===== src/rtl/golomb_rice_decode.sv =====
// Bit-serial Golomb-Rice decoder that takes one stream bit per cycle and returns magnitude, sign, length and error.
// The result appears the cycle after the last bit; while it waits for out_ready, bit_ready stays low.
module golomb_rice_decode #(
  parameter int MAX_Q = 31
) (
  input  logic        clk,
  input  logic        reset,
  input  logic [2:0]  k,
  input  logic        is_ac_level,
  input  logic        bit_in,
  input  logic        bit_valid,
  output logic        bit_ready,
  output logic [31:0] val,
  output logic        is_minus,
  output logic [31:0] codeword_length,
  output logic        error,
  output logic        out_valid,
  input  logic        out_ready
);

  typedef enum logic [2:0] {S_IDLE, S_PREFIX, S_SUFFIX, S_SIGN, S_DONE} state_t;

  localparam logic [31:0] MAXQ = 32'(MAX_Q);

  state_t      r_state;
  logic [2:0]  r_k;
  logic [2:0]  r_cnt;
  logic        r_ac;
  logic [31:0] r_q;
  logic [6:0]  r_rem;
  logic [31:0] r_val;
  logic [31:0] r_len;
  logic        r_minus;
  logic        r_err;
  logic        r_out_valid;

  logic        w_xfer;
  logic        w_idle;
  logic [2:0]  w_k;
  logic        w_ac;
  logic [31:0] w_q;
  logic [31:0] w_base;
  logic [31:0] w_len;
  logic [6:0]  w_rem_sh;
  state_t      w_after_one;

  assign bit_ready = (r_state != S_DONE) && !reset;
  assign w_xfer    = bit_valid && bit_ready;
  assign w_idle    = (r_state == S_IDLE);

  // In IDLE the codeword parameters come straight from the ports, afterwards from the latched copies.
  assign w_k         = w_idle ? k : r_k;
  assign w_ac        = w_idle ? is_ac_level : r_ac;
  assign w_q         = w_idle ? 32'd0 : r_q;
  assign w_rem_sh    = {r_rem[5:0], bit_in};
  assign w_base      = w_q << w_k;
  assign w_len       = w_q + 32'd1 + 32'(w_k) + 32'(w_ac);
  assign w_after_one = (w_k != 3'd0) ? S_SUFFIX : (w_ac ? S_SIGN : S_DONE);

  always_ff @(posedge clk or posedge reset) begin
    if (reset) begin
      r_state     <= S_IDLE;
      r_k         <= 3'd0;
      r_ac        <= 1'b0;
      r_q         <= 32'd0;
      r_rem       <= 7'd0;
      r_cnt       <= 3'd0;
      r_val       <= 32'd0;
      r_minus     <= 1'b0;
      r_len       <= 32'd0;
      r_err       <= 1'b0;
      r_out_valid <= 1'b0;
    end else begin
      case (r_state)
        S_IDLE, S_PREFIX: if (w_xfer) begin
          if (w_idle) begin
            r_k   <= k;
            r_ac  <= is_ac_level;
            r_rem <= 7'd0;
            r_cnt <= 3'd0;
          end
          if (!bit_in) begin
            if (w_idle) begin
              r_q     <= 32'd1;
              r_state <= S_PREFIX;
            end else if (r_q == MAXQ) begin
              r_state     <= S_DONE;
              r_out_valid <= 1'b1;
              r_err       <= 1'b1;
              r_val       <= 32'd0;
              r_minus     <= 1'b0;
              r_len       <= MAXQ + 32'd1;
            end else begin
              r_q <= r_q + 32'd1;
            end
          end else begin
            if (w_idle) r_q <= 32'd0;
            r_state <= w_after_one;
            if (w_after_one == S_DONE) begin
              r_out_valid <= 1'b1;
              r_val       <= w_base;
              r_minus     <= 1'b0;
              r_len       <= w_len;
              r_err       <= 1'b0;
            end
          end
        end
        S_SUFFIX: if (w_xfer) begin
          r_rem <= w_rem_sh;
          r_cnt <= r_cnt + 3'd1;
          if (r_cnt == r_k - 3'd1) begin
            if (r_ac) begin
              r_state <= S_SIGN;
            end else begin
              r_state     <= S_DONE;
              r_out_valid <= 1'b1;
              r_val       <= w_base | {25'd0, w_rem_sh};
              r_minus     <= 1'b0;
              r_len       <= w_len;
              r_err       <= 1'b0;
            end
          end
        end
        S_SIGN: if (w_xfer) begin
          r_state     <= S_DONE;
          r_out_valid <= 1'b1;
          r_val       <= w_base | {25'd0, r_rem};
          r_minus     <= bit_in;
          r_len       <= w_len;
          r_err       <= 1'b0;
        end
        S_DONE: if (out_ready) begin
          r_state     <= S_IDLE;
          r_out_valid <= 1'b0;
          r_err       <= 1'b0;
          r_minus     <= 1'b0;
        end
        default: r_state <= S_IDLE;
      endcase
    end
  end

  assign val             = r_val;
  assign is_minus        = r_minus;
  assign codeword_length = r_len;
  assign error           = r_err;
  assign out_valid       = r_out_valid;

endmodule


===== config.mk =====
export PLATFORM = sky130hd
export DESIGN_NAME = golomb_rice_decode
export DESIGN_NICKNAME = d
export VERILOG_FILES = /design/src/rtl/golomb_rice_decode.sv
export SDC_FILE = /design/constraint.sdc
export NUM_CORES = 1
export LEC_CHECK = 0
export ABC_AREA = 1
export CORE_UTILIZATION = 30
export CTS_CLUSTER_SIZE = 14
export DETAILED_ROUTE_END_ITERATION = 8
export GPL_TIMING_DRIVEN = 1
export PLACE_DENSITY = 0.44
export SYNTH_ARGS = -nofsm -noshare
export SYNTH_HDL_FRONTEND = slang
export SYNTH_SLANG_ARGS = --single-unit

===== constraint.sdc =====
create_clock -name clk -period 4.4 [get_ports clk]
set_input_delay 0.44 -clock clk [delete_from_list [all_inputs] [get_ports clk]]
set_output_delay 0.44 -clock clk [all_outputs]
set_load 0.01 [all_outputs]

* Word-level counts from Yosys, hierarchy flattened
Cells that the tools add are included.
** Storage, ports and cells
- Memories :: 0
- Output and inout bits :: 68
- Register bits after elaboration :: 116
- Latch bits :: 0
- Bits in writable memories :: 0
- Word-level logic and storage cells :: 126
- Bits in read-only memories :: 0
- Input port bits :: 9
** Cells by class
- Equality and inequality tests :: 20
- Reductions and logical operators :: 15
- Multiply operators :: 0
- Order comparisons :: 0
- Multiplexer cells :: 71
- Shift operators :: 1
- Div/mod/pow operators :: 0
- Bitwise gates (word level) :: 2
- Add/sub/neg operators :: 6
** Operators with widths (number)
- $mux W32 :: 22
- $pmux W32 S3 :: 2
- $add A32 B1 Y32 const B :: 2
- $or A32 B7 Y32 :: 2
- $mux W3 :: 15
- $add A32 B1 Y32 :: 1
- $add A32 B3 Y32 :: 1
- $eq A32 B5 Y1 const B :: 1
- $shl A32 B3 Y32 :: 1
- $mux W1 :: 23
- $mux W7 :: 3
- $ne A3 B3 Y1 const B :: 5
- $ne A2 B2 Y1 const B :: 7
- $pmux W7 S2 :: 1
- $pmux W1 S4 :: 3
- $pmux W3 S4 :: 1
- $reduce_and A10 Y1 :: 1
- $reduce_and A9 Y1 :: 1
- $eq A3 B2 Y1 const B :: 2
- $eq A3 B3 Y1 const B :: 2
- $pmux W3 S2 :: 1
- $reduce_and A6 Y1 :: 1
- $reduce_bool A3 Y1 :: 2
- $ne A4 B4 Y1 const B :: 1
- 13 further kinds :: 14

* Depth between registers and ports, before layout
- Depth in word-level cells :: 9
- Depth in mapped cells :: 21
- Mapped depth without buffers :: 19

* Worst setup path before layout
OpenSTA, ideal clock, no wires.
- Kind :: in2reg
- From :: in reset
- To :: reg r_len[25], in the netlist codeword_length[25]
- Buffers on the path :: 2
- Stages on the path :: 11
- Path slack :: 61 ps
- Arrival :: 4274 ps
- Data required time :: 4335 ps
- Setup time :: 65 ps
- Cells stage by stage :: inv_1 -> nand3_2 -> inv_2 -> nand3_1 -> nand2_1 -> nand3_1 -> nor2_4 -> buf_6 -> buf_8 -> nand3_2 -> nand2_1
** Between the ends
- Longest elaborated chain between the ends :: 5
- Elaborated cells on any way between the ends :: 7
- Classes of those cells :: eq/ne: 3; reduce/logical: 4
** Ends and longest elaborated chain
- start, declared :: line 7 : input logic reset,
- $logic_not A1 Y1 (no line) (*)
- $logic_and A1 B1 Y1 (*) :: line 47 : assign bit_ready = (r_state != S_DONE) && !reset;
- $logic_and A1 B1 Y1 (*) :: line 48 : assign w_xfer = bit_valid && bit_ready;
- $ne A2 B2 Y1 (no line)
- $reduce_and A9 Y1 (no line) (*)
- end signal, assigned :: line 92 : r_len <= MAXQ + 32'd1;
- end signal, assigned :: line 103 : r_len <= w_len;
- end signal, assigned :: line 119 : r_len <= w_len;
- end, declared :: line 32 : logic [31:0] r_len;
Every way passes the cells marked *; elsewhere a longest branch is shown, timed or not.
A chain may end at the register's enable or synchronous reset.

* Worst setup path in the final report
- From :: reg r_state[2]
- To :: reg r_len[24], in the netlist codeword_length[24]
** Between the ends
- Longest elaborated chain between the ends :: 9
- Elaborated cells on any way between the ends :: 36
- Classes of those cells :: add/sub: 3; eq/ne: 13; mux: 13; reduce/logical: 7
** Ends and longest elaborated chain
- start, declared :: line 25 : state_t r_state;
- start signal, assigned :: line 98 : r_state <= w_after_one;
- $logic_not A3 Y1 :: line 49, 74
- $mux W32
- $add A32 B1 Y32 :: line 57 : assign w_len = w_q + 32'd1 + 32'(w_k) + 32'(w_ac);
- $add A32 B3 Y32 :: line 57
- $add A32 B1 Y32 :: line 57
- $mux W32, on equally long branches :: line 112, 99
- $mux W32, on equally long branches :: line 111, 82
- $mux W32, on equally long branches :: line 108, 75
- $pmux W32 S3 :: line 74 : case (r_state)
- end signal, assigned :: line 103
- end signal, assigned :: line 119
- end signal, assigned :: line 129 : r_len <= w_len;
Parallel ways exist; a longest one is shown, timed or not. The select of a mux whose other input is x is not followed.

==> metrics.md <==
| Metric | Value |
|---|---|
| Outcome | completed |
| Root buf cell | clkbuf_16 |
| DR WL/cell | 18.8 um |
| Antenna violations before repair | 0 |
| R2R cell count | 15 |
| Rows | 62 |
| Synth Flop Type | dfrtp_1 |
| Worst slew pin tran | 0.998 ns |
| Vias | 9,380 |
| Crit-path cells | nor2_4 > nand2_4 > inv_2 > nor2_1 > ha_1 > ha_1 > fa_1 > a21oi_1 > nor2_2 > nand3_1 > nor2_1 > nand2_1 > nand2_1 > nand3_2 > nand2_1 |
| Overall die height | 174 um |
| IO Pins | 77 |
| Power density cells | 492 nW/um^2 |
| Clock slew at reported path FFs | 0.06 ns |
| Routability Congestion | 0.972 |
| TritonCTS Sinks | 116 |
| RSZ-0062 raised after global routing | false |
| Share of layout cells above drive strength 1 | 0.0605 |
| Post-route ant nets | 0 |
| FILL cells | 3,207 |
| Sequential fraction of the synthesis area | 0.327 |
| First-pass GRT wire length | 54.7 mm |
| Pin count of the biggest net entering global routing | 77 |
| Total number of H-tree levels | 4 |
| Pins Over Slew Limit | 0 |
| Max-capacitance violation count | 0 |
| Post-CTS sizing | 0 |
| Commonest non-fill, non-tap cell in the layout | nand2_1 |
| Largest area contributor in the netlist | dfrtp_1 |
| Yosys reg bits | 116 |
| Util after Layout | 0.358 |
| Die area | 30,300 sq um |
| GRT Total Usage | 0.238 |
| Max Fanout on Critical Path | 29 |
| Final Instance Count excl. Fillers | 1,856 |
| Average cell area after synthesis | 6.17 sq um |
| Min-Delay Path Depth | 2 |
| Yosys Warn Count | 0 |
| Synth Net Count | 1,459 |
| Largest cells by area after synthesis | dfrtp_1 (33%), nand2_1 (25%), nand3_1 (8.8%), nor2_1 (5.7%), o21ai_0 (4.2%) |
| Crit. End Element | register |
| Most frequent CP cell | nand2_1 |
| Die Width | 174 um |
| Synth top area share | 0.327 |
| Clock Latency Late Sink | 0.45 ns |
| CP arrival | 4.22 ns |
| CP Class | reg2reg |
| Starting DRT DRC Count | 902 |
| Cts bufs inserted | 17 |
| Peak supply drop | 0.299 mV |
| Syn Inst Count | 1,441 |
| Area growth, synth to finish | 16.6% |
| Vias in the first global route | 8,883 |
| PortBufs | 76 |
| Synth cell types | 38 |
| Clock Tree Buf Depth | 2 |
| Minimum clock period | 3.89 ns |
| Mapped cell area | 8890 sq um |
| EDFF count, synth | 0 |
| Final nets | 1,477 |
| Worst Hold Class | reg2reg |
| 1st-pass router iterations | 8 |
| Number of setup buffers added after CTS | 0 |
| Slowest-stage cell, CP | a21oi_1 |
| Initial Util | 0.307 |
| CP required | 4.73 ns |
| CP Launch Type | register |
| Setup violations, final | 0 |
| Total power | 5100 uW |
| Most frequent cells in the layout | nand2_1 (595), nand3_1 (157), nor2_1 (135) |
| Routed WL | 34.8 mm |
| DP Area | 9790 sq um |
| Clock skew | 0.0136 ns |
| Leakage | 0.00486 uW |
| Vias per inst | 5.05 |
| Setup_tns | 0 ns |
| CTS tree | yes |
| Synth async-reset ratio | 1.00 |
| Critical Path Max Stage Delay | 0.49 ns |
| Hpwl dp | 25.6 mm |
| Core area | 28,900 sq um |
| Tcrit/Tclk final | 0.884 |
| Relative slew margins | 0.330 |
| Grt total ovfl | 0 |
| Hold buffers post-CTS | 0 |
| Placed Instances | 1,824 |
| DRC Markers | 0 |
| Fmax | 257 MHz |
| Cell area after layout | 10,400 sq um |
| Final Hold Fails | 0 |
| ANT cells | 0 |
logic make-up after synthesis:
kind of cell,synth area share
compound gates,0.0812
buf+inv,0.0942
simple gates,0.468
xor+xnor,0.0168
flops,0.327
fa+ha+maj,0.0135
report_power, final:
part | switching [uW] | total, uW | internal (uW)
Combinational | 1650 | 2350 | 705
Clock | 599 | 1410 | 813
Sequential | 112 | 1340 | 1220
critical path: cells and delay by family, from the launching register on:
| kind | cells | cell delay (ns) |
|---|---|---|
| compound gates | 1 | 0.49 |
| fa+ha+maj | 3 | 0.95 |
| buf+inv | 1 | 0.37 |
| flops | 1 | 0.46 |
| simple gates | 10 | 1.49 |
sequential cells by signal, summed over array words and instances, names as in the netlist:
name / flops
is_minus: 1
out_valid: 1
r_rem: 7
r_ac: 1
r_state: 3
r_cnt: 3
r_q: 32
r_k: 3
error: 1
val: 32
codeword_length: 32
cell type report:
class / count / area [sq um] / share of cell area
inverter: 100 / 378 / 0.0364
timing repair buffer: 90 / 878 / 0.0847
clock inverter: 13 / 126 / 0.0122
tap: 384 / 480 / 0.0463
clock buffer: 19 / 453 / 0.0437
sequential: 116 / 2900 / 0.280
multi-input combinational: 1134 / 5150 / 0.497
cells in the mapped netlist (3+ instances only):
cell	count
o21bai_1	4
a31oi_1	9
clkbuf_1	30
xnor2_1	6
nor3_1	12
nand3b_1	7
inv_2	8
ha_1	8
buf_6	3
nand3_2	13
nand3_1	157
nor2_1	135
buf_2	39
xor2_1	11
a21oi_1	11
nor2_4	5
or2_2	4
nand2_2	4
o21ai_0	75
inv_1	92
dfrtp_1	116
nand4_1	34
o211ai_1	6
buf_1	8
nand2_1	595
o21ai_1	21
buf_4	10
nor2_2	5
metal layers:
metal	vias up	global-route usage	wire length [um]
met5	-	0	0
met3	47	0.0466	2120
li1	4657	-	-
met2	310	0.355	14900
met4	0	0.0808	862
met1	4366	0.340	16900
per-stage QoR:
| step | hold slack [ns] | setup slack, ns |
|---|---|---|
| floorplan | 0.453 | 0.0611 |
| global placement | 0.465 | 0.621 |
| detailed placement | 0.466 | 0.533 |
| CTS | 0.482 | 0.517 |
| global route | 0.494 | 0.202 |
| finish | 0.475 | 0.510 |
final timing paths:
check                                    start                  end  slack [ns]
max                                 r_state[2]  codeword_length[24]        0.51
max in group asynchronous                reset  codeword_length[28]        2.44
min                        codeword_length[13]  codeword_length[13]        0.48
max reg2reg                         r_state[2]  codeword_length[24]        0.51
min reg2reg                codeword_length[13]  codeword_length[13]        0.48
min in group asynchronous                reset           r_state[2]        0.69
Power figures use the tool's default switching activity.
